`src/rtl/branch_resolve_if.sv`:
```
// Branch-resolve bundle: EX-stage branch request in, redirect/flush out.
// master = EX/hazard side (drives request), slave = branch_resolve.
interface branch_resolve_if;
  logic        stall;
  logic        br_valid;
  logic [31:0] cmp_s;
  logic [31:0] br_target;
  logic        redirect_valid;
  logic [31:0] redirect_pc;
  logic        flush_if_id;
  logic        flush_id_ex;
  logic        busy;
  logic        addr_err;
  logic [15:0] taken_cnt;
  logic [15:0] nottaken_cnt;

  modport master (
    output stall, br_valid, cmp_s, br_target,
    input  redirect_valid, redirect_pc,
    input  flush_if_id, flush_id_ex, busy,
    input  addr_err, taken_cnt, nottaken_cnt
  );

  modport slave (
    input  stall, br_valid, cmp_s, br_target,
    output redirect_valid, redirect_pc,
    output flush_if_id, flush_id_ex, busy,
    output addr_err, taken_cnt, nottaken_cnt
  );
endinterface

```
`src/rtl/branch_resolve.sv`:
```
// Resolves EX-stage conditional branches: redirect fetch, flush IF/ID and
// ID/EX for FLUSH_CYCLES cycles, flag misaligned targets, count outcomes.
// Ports: clk, reset (sync, active-high), bus (branch_resolve_if.slave).
module branch_resolve #(
  parameter int FLUSH_CYCLES = 2
) (
  input logic              clk,
  input logic              reset,
  branch_resolve_if.slave  bus
);

  localparam logic [3:0] FL_INIT = 4'(FLUSH_CYCLES - 1);

  typedef enum logic {
    IDLE  = 1'b0,
    FLUSH = 1'b1
  } state_t;

  state_t      state;
  logic [3:0]  flush_left;
  logic        accept;
  logic        taken;
  logic        aligned;

  assign accept  = (state == IDLE) && bus.br_valid && !bus.stall;
  assign taken   = bus.cmp_s[0];
  assign aligned = (bus.br_target[1:0] == 2'b00);

  // Flush/busy are registered alongside state so they always
  // mirror (state == FLUSH) without a combinational decode.
  always_ff @(posedge clk) begin
    if (reset) begin
      state              <= IDLE;
      flush_left         <= 4'd0;
      bus.redirect_valid <= 1'b0;
      bus.redirect_pc    <= 32'h0;
      bus.flush_if_id    <= 1'b0;
      bus.flush_id_ex    <= 1'b0;
      bus.busy           <= 1'b0;
      bus.addr_err       <= 1'b0;
      bus.taken_cnt      <= 16'h0;
      bus.nottaken_cnt   <= 16'h0;
    end else begin
      // Pulses: one cycle only, independent of stall.
      bus.redirect_valid <= 1'b0;
      bus.addr_err       <= 1'b0;
      unique case (state)
        IDLE: begin
          if (accept) begin
            if (!taken) begin
              if (bus.nottaken_cnt != 16'hFFFF)
                bus.nottaken_cnt <= bus.nottaken_cnt + 16'd1;
            end else if (aligned) begin
              bus.redirect_pc    <= bus.br_target;
              bus.redirect_valid <= 1'b1;
              state              <= FLUSH;
              flush_left         <= FL_INIT;
              bus.flush_if_id    <= 1'b1;
              bus.flush_id_ex    <= 1'b1;
              bus.busy           <= 1'b1;
              if (bus.taken_cnt != 16'hFFFF)
                bus.taken_cnt <= bus.taken_cnt + 16'd1;
            end else begin
              bus.addr_err <= 1'b1;
            end
          end
        end
        FLUSH: begin
          // br_valid here belongs to a squashed instruction.
          if (!bus.stall) begin
            if (flush_left == 4'd0) begin
              state           <= IDLE;
              bus.flush_if_id <= 1'b0;
              bus.flush_id_ex <= 1'b0;
              bus.busy        <= 1'b0;
            end else begin
              flush_left <= flush_left - 4'd1;
            end
          end
        end
        default: state <= IDLE;
      endcase
    end
  end

endmodule

```
`src/flat_wrapper.sv`:
```
// flat-port wrapper written by rule: the top's interface ports become plain ports
module branch_resolve_flat 
#(
  parameter int FLUSH_CYCLES = 2
)
  (clk, reset, bus_stall, bus_br_valid, bus_cmp_s, bus_br_target, bus_redirect_valid, bus_redirect_pc, bus_flush_if_id, bus_flush_id_ex, bus_busy, bus_addr_err, bus_taken_cnt, bus_nottaken_cnt);
  branch_resolve_if bus_i ();
  input logic clk;
  input logic reset;
  input wire logic [$bits(bus_i.stall)-1:0] bus_stall;
  input wire logic [$bits(bus_i.br_valid)-1:0] bus_br_valid;
  input wire logic [$bits(bus_i.cmp_s)-1:0] bus_cmp_s;
  input wire logic [$bits(bus_i.br_target)-1:0] bus_br_target;
  output wire logic [$bits(bus_i.redirect_valid)-1:0] bus_redirect_valid;
  output wire logic [$bits(bus_i.redirect_pc)-1:0] bus_redirect_pc;
  output wire logic [$bits(bus_i.flush_if_id)-1:0] bus_flush_if_id;
  output wire logic [$bits(bus_i.flush_id_ex)-1:0] bus_flush_id_ex;
  output wire logic [$bits(bus_i.busy)-1:0] bus_busy;
  output wire logic [$bits(bus_i.addr_err)-1:0] bus_addr_err;
  output wire logic [$bits(bus_i.taken_cnt)-1:0] bus_taken_cnt;
  output wire logic [$bits(bus_i.nottaken_cnt)-1:0] bus_nottaken_cnt;
  assign bus_i.stall = bus_stall;
  assign bus_i.br_valid = bus_br_valid;
  assign bus_i.cmp_s = bus_cmp_s;
  assign bus_i.br_target = bus_br_target;
  assign bus_redirect_valid = bus_i.redirect_valid;
  assign bus_redirect_pc = bus_i.redirect_pc;
  assign bus_flush_if_id = bus_i.flush_if_id;
  assign bus_flush_id_ex = bus_i.flush_id_ex;
  assign bus_busy = bus_i.busy;
  assign bus_addr_err = bus_i.addr_err;
  assign bus_taken_cnt = bus_i.taken_cnt;
  assign bus_nottaken_cnt = bus_i.nottaken_cnt;
  branch_resolve #(.FLUSH_CYCLES(FLUSH_CYCLES)) u_core (.clk(clk), .reset(reset), .bus(bus_i));
endmodule
```
`config.mk`:
```
export PLATFORM = sky130hd
export DESIGN_NAME = branch_resolve_flat
export DESIGN_NICKNAME = d
export VERILOG_FILES = /design/src/rtl/branch_resolve_if.sv /design/src/rtl/branch_resolve.sv /design/src/flat_wrapper.sv
export SDC_FILE = /design/constraint.sdc
export NUM_CORES = 1
export LEC_CHECK = 0
export CORE_MARGIN = 3
export CORE_UTILIZATION = 42
export DETAILED_ROUTE_END_ITERATION = 10
export PLACE_DENSITY = 0.8
export SLEW_MARGIN = 10
export SYNTH_ARGS = -nofsm -noshare
export SYNTH_HDL_FRONTEND = slang
export SYNTH_SLANG_ARGS = --single-unit
```
`constraint.sdc`:
```
create_clock -name clk -period 3.1 [get_ports clk]
set_input_delay 0.31 -clock clk [delete_from_list [all_inputs] [get_ports clk]]
set_output_delay 0.31 -clock clk [all_outputs]
set_load 0.1 [all_outputs]
```
# Word level (Yosys, flattened, before mapping)
# Cells that the tools add are included.
# Widths: inputs -> output; s select.
[op_classes]
bitwise_logic = 3
mux = 19
n_eq_ne = 8
addsub = 3
reduce_logical = 12
[op_table]
columns = ["cell", "count"]
rows = [
  ["$add 16x1->16 const B", 2],
  ["$ne 16x16->1 const B", 2],
  ["$mux 4", 5],
  ["$reduce_and 5->1", 3],
  ["$mux 1", 11],
  ["$ne 2x2->1 const B", 4],
  ["$pmux 4 s2", 1],
  ["$reduce_and 4->1", 2],
  ["$logic_not 4->1", 1],
  ["$ne 2x1->1 const B", 2],
  ["$pmux 1 s2", 2],
  ["$reduce_or 4->1", 1],
  ["$sub 4x1->4 const B", 1],
  ["$not 1->1", 3],
  ["$logic_and 1x1->1", 2],
  ["$logic_not 2->1", 1],
  ["$reduce_or 2->1", 1],
  ["$logic_not 1->1", 1],
]
[word_totals]
in_bits = 68
wordCells = 53
reg_bits = 72
out_inout_bits = 69

# Longest topological paths before layout
[depth]
ltp_word = 5
mapped_depth = 6

# Worst setup path after synthesis
# Ideal clock, no wire load.
[synth_path]
kind = "register to register"
start = "register u_core.bus.taken_cnt[0]"
end = "register u_core.bus.taken_cnt[10]"
setup_time_ps = 70
path_stages_with_launch = 6
synth_period_minus_slack_ps = 2614
t_required_ps = 3030
t_arrival_ps = 2544
slack_ps = 486
cell_sequence = "dfxtp_1 -> ha_1 -> nand4_1 -> or4_1 -> or4_1 -> a21oi_1"
[synth_via]
elab_chain_len = 2
elab_cells_between_ends = 3
[synth_rtl]
columns = ["element", "line", "source"]
rows = [
  ["start, declared", "branch_resolve_if.sv:28", "output addr_err, taken_cnt, nottaken_cnt"],
  ["start signal, assigned", "branch_resolve.sv:62", "bus.taken_cnt <= bus.taken_cnt + 16'd1;"],
  ["branches (longest 2 deep; another with $add 16x1->16)", "-", ""],
]
# Parallel ways; which one is timed is not known.
# A chain may end at the register's enable or synchronous reset.

# Worst setup path after layout
[layout_path]
start = "input port bus_stall"
end = "register u_core.bus.nottaken_cnt[11]"
[layout_via]
elab_chain_len = 3
[layout_rtl]
columns = ["element", "line", "source"]
rows = [
  ["start, declared", "flat_wrapper.sv:10", "input wire logic [$bits(bus_i.stall)-1:0] bus_stall;"],
  ["$logic_not 1->1", "branch_resolve.sv:25", "assign accept = (state == IDLE) && bus.br_valid && !bus.stall;"],
  ["$logic_and 1x1->1", "branch_resolve.sv:25", ""],
  ["$reduce_and 4->1 (no line)", "-", ""],
  ["end signal, assigned", "branch_resolve.sv:52", "bus.nottaken_cnt <= bus.nottaken_cnt + 16'd1;"],
  ["end, declared", "branch_resolve_if.sv:28", ""],
]
# Every way passes these cells.

==> impl_metrics.env <==
export IMPL_finalHoldViolations=0
export IMPL_antenna_left=0
export IMPL_h_tree_depth=3
export IMPL_first_pass_iters=4
export IMPL_num_io_pins=137
export IMPL_numClockSinks=72
export IMPL_drcViolationCount=0
export IMPL_post_cts_buffers=0
export IMPL_rows=30
export IMPL_slew_headroom_pct=33.4
export IMPL_cts_tree="done"
export IMPL_yosys_top_cells_count="dfxtp_1 (72), nand2_1 (67), a21oi_1 (56)"
export IMPL_grt_overflow=0
export IMPL_peakVddDrop_mv=0.288
export IMPL_grt_usage_pct=19.1
export IMPL_p_sw_mw=0.433
export IMPL_cts_buffers=9
export IMPL_place_gp_congestion=0.799
export IMPL_yosysMostFrequentCell="dfxtp_1"
export IMPL_die_y_um=92.5
export IMPL_die_w_um=92.5
export IMPL_worstSkewPairLatency_ps=340
export IMPL_grt_pass1_wl_mm=13.5
export IMPL_drive_above_1_share_pct=10.0
export IMPL_yosysSeqAreaShare_pct=45.8
export IMPL_fin_crit_sh_pct=78.7
export IMPL_synth_top_cell_by_area="dfxtp_1"
export IMPL_num_vias=3168
export IMPL_path_class="input port to flop"
export IMPL_period_needed_ps=2440
export IMPL_place_ws_ps=326
export IMPL_leakagePower_nw=1.45
export IMPL_fin_worst_skew_ps=8.57
export IMPL_die_area_um2=8560
export IMPL_io_buffer_count=105
export IMPL_hold_path_class="flop to flop"
export IMPL_yosys_warnings=0
export IMPL_synth_edff_count=0
export IMPL_final_nets=558
export IMPL_wire_per_inst_um=13.9
export IMPL_whs_ps=455
export IMPL_syn_area_um2=3140
export IMPL_yosys_area_top_type_share_pct=45.8
export IMPL_syn2layout_area_growth_pct=40.5
export IMPL_p_sw_share_pct=23.8
export IMPL_clockRootBuffer="clkbuf_8"
export IMPL_power_density_nw_per_um2=412
export IMPL_worst_slew_pin_slew_ps=996
export IMPL_seqPwrFrac_pct=51.5
export IMPL_total_power_mw=1.82
export IMPL_finalMaxSlewViolations=0
export IMPL_cp_end_kind="flop"
export IMPL_max_freq_mhz=410
export IMPL_synth_area_leaders="dfxtp_1 (46%), a21oi_1 (8.9%), nand2_1 (8.0%)"
export IMPL_setup_viol=0
export IMPL_viasPerCell=5.41
export IMPL_p_clk_share_pct=39.6
export IMPL_worstPathArrival_ps=2660
export IMPL_syn_nets=455
export IMPL_setup_tns_ps=0
export IMPL_diodes=0
export IMPL_synth_cell_types=41
export IMPL_dp_hpwl_mm=5.79
export IMPL_cts_max_path_buffers=2
export IMPL_cap_violations=0
export IMPL_power_frac_comb_pct=8.9
export IMPL_start_util_pct=44.8
export IMPL_wl_mm=8.16
export IMPL_grt_pass1_vias=3041
export IMPL_internal_power_mw=1.39
export IMPL_stdcell_area_um2=4420
export IMPL_postPlaceCellArea_um2=4230
export IMPL_synthArstFlopShare_pct=0
export IMPL_cts_resized=0
export IMPL_hold_buffers=0
export IMPL_antenna_found_initial=0
export IMPL_path_clk_slew_ps=70
export IMPL_fin_ws_ps=662
export IMPL_synthCells=383
export IMPL_critPathLaunchType="input port"
export IMPL_design_core_area_um2=7020
export IMPL_cp_max_fo=7
export IMPL_ys_ff_latch=72
export IMPL_status="finished clean"
export IMPL_grt_max_degree=45
export IMPL_cp_data_required_time_ps=3320
export IMPL_drtIter0Drc=132
export IMPL_grt_setup_unrepaired="no"
export IMPL_ys_flop_type="dfxtp_1"
export IMPL_synth_avg_cell_area_um2=8.21
[final timing paths]
path                              startpoint                          end  slack, ps  cells after the start
setup / recovery                   bus_stall  u_core.bus.nottaken_cnt[11]        660                      5
hold / removal    u_core.bus.redirect_pc[25]   u_core.bus.redirect_pc[25]        450                      2
setup reg to reg                u_core.state  u_core.bus.nottaken_cnt[11]        720                      4
hold reg to reg   u_core.bus.redirect_pc[25]   u_core.bus.redirect_pc[25]        450                      2
[cells in the final DEF, fill, tap and decap left out, drive strengths merged, types with 11 or more instances in the layout]
master / n
nor3: 15
nand2: 67
dfxtp: 72
clkbuf: 12
buf: 28
inv: 11
a21oi: 56
nor2: 18
nand3: 11
clkdlybuf4s50: 84
[per-layer routing]
layer	GRT usage, %	wire, um
met1	22.2	3540
met3	7.23	664
met5	0	0
met2	32.0	3860
met4	6.44	106
[logic make-up after synthesis]
| logic type | count (synthesis) | synth area share (%) |
|---|---|---|
| and+or+nand+nor | 182 | 30.0 |
| AOI/OAI and AO/OA | 88 | 16.5 |
| DFF | 72 | 45.8 |
| buffers and inverters | 31 | 4.02 |
| muxes | 6 | 2.07 |
| adders and majority gates | 4 | 1.59 |
[layout make-up]
type / count / area [um^2]
fill: 623 / 2600
multi-input combinational: 280 / 1580
sequential: 72 / 1440
timing repair buffer: 112 / 1050
clock buffer: 12 / 145
tap: 96 / 120
clock inverter: 3 / 42.5
inverter: 11 / 41.3
[worst max-delay path, cell delays in order]
cell and delay [ps]:
clkdlybuf4s50_1 500, or4b_1 620, or3_1 500, nor4b_1 350, mux2_2 370
[per-stage QoR]
stage | std cells | utilization [%]
3_5_place_dp | 571 | 60.3
4_1_cts | 586 | 62.9
2_1_floorplan | 383 | -
5_1_grt | 586 | 62.9
3_3_place_gp | 571 | 60.3
6_report | 586 | 62.9
[power groups by stage]
stage	clock network, mW	logic [mW]	registers, mW
after detailed placement	0	0.162	0.958
after global placement	0	0.160	0.958
final	0.720	0.162	0.937
after global routing	0.785	0.171	0.938
after CTS	0.744	0.163	0.937
after floorplan	0	0.0411	1.01
[state kept, by name (all words and copies together), names as in the netlist]
signal,cells
u_core.bus.redirect_valid,1
u_core.bus.busy,1
u_core.state,1
u_core.flush_left,4
u_core.bus.nottaken_cnt,16
u_core.bus.taken_cnt,16
u_core.bus.addr_err,1
u_core.bus.redirect_pc,32
Note: power is estimated with default switching activity, not from simulation.
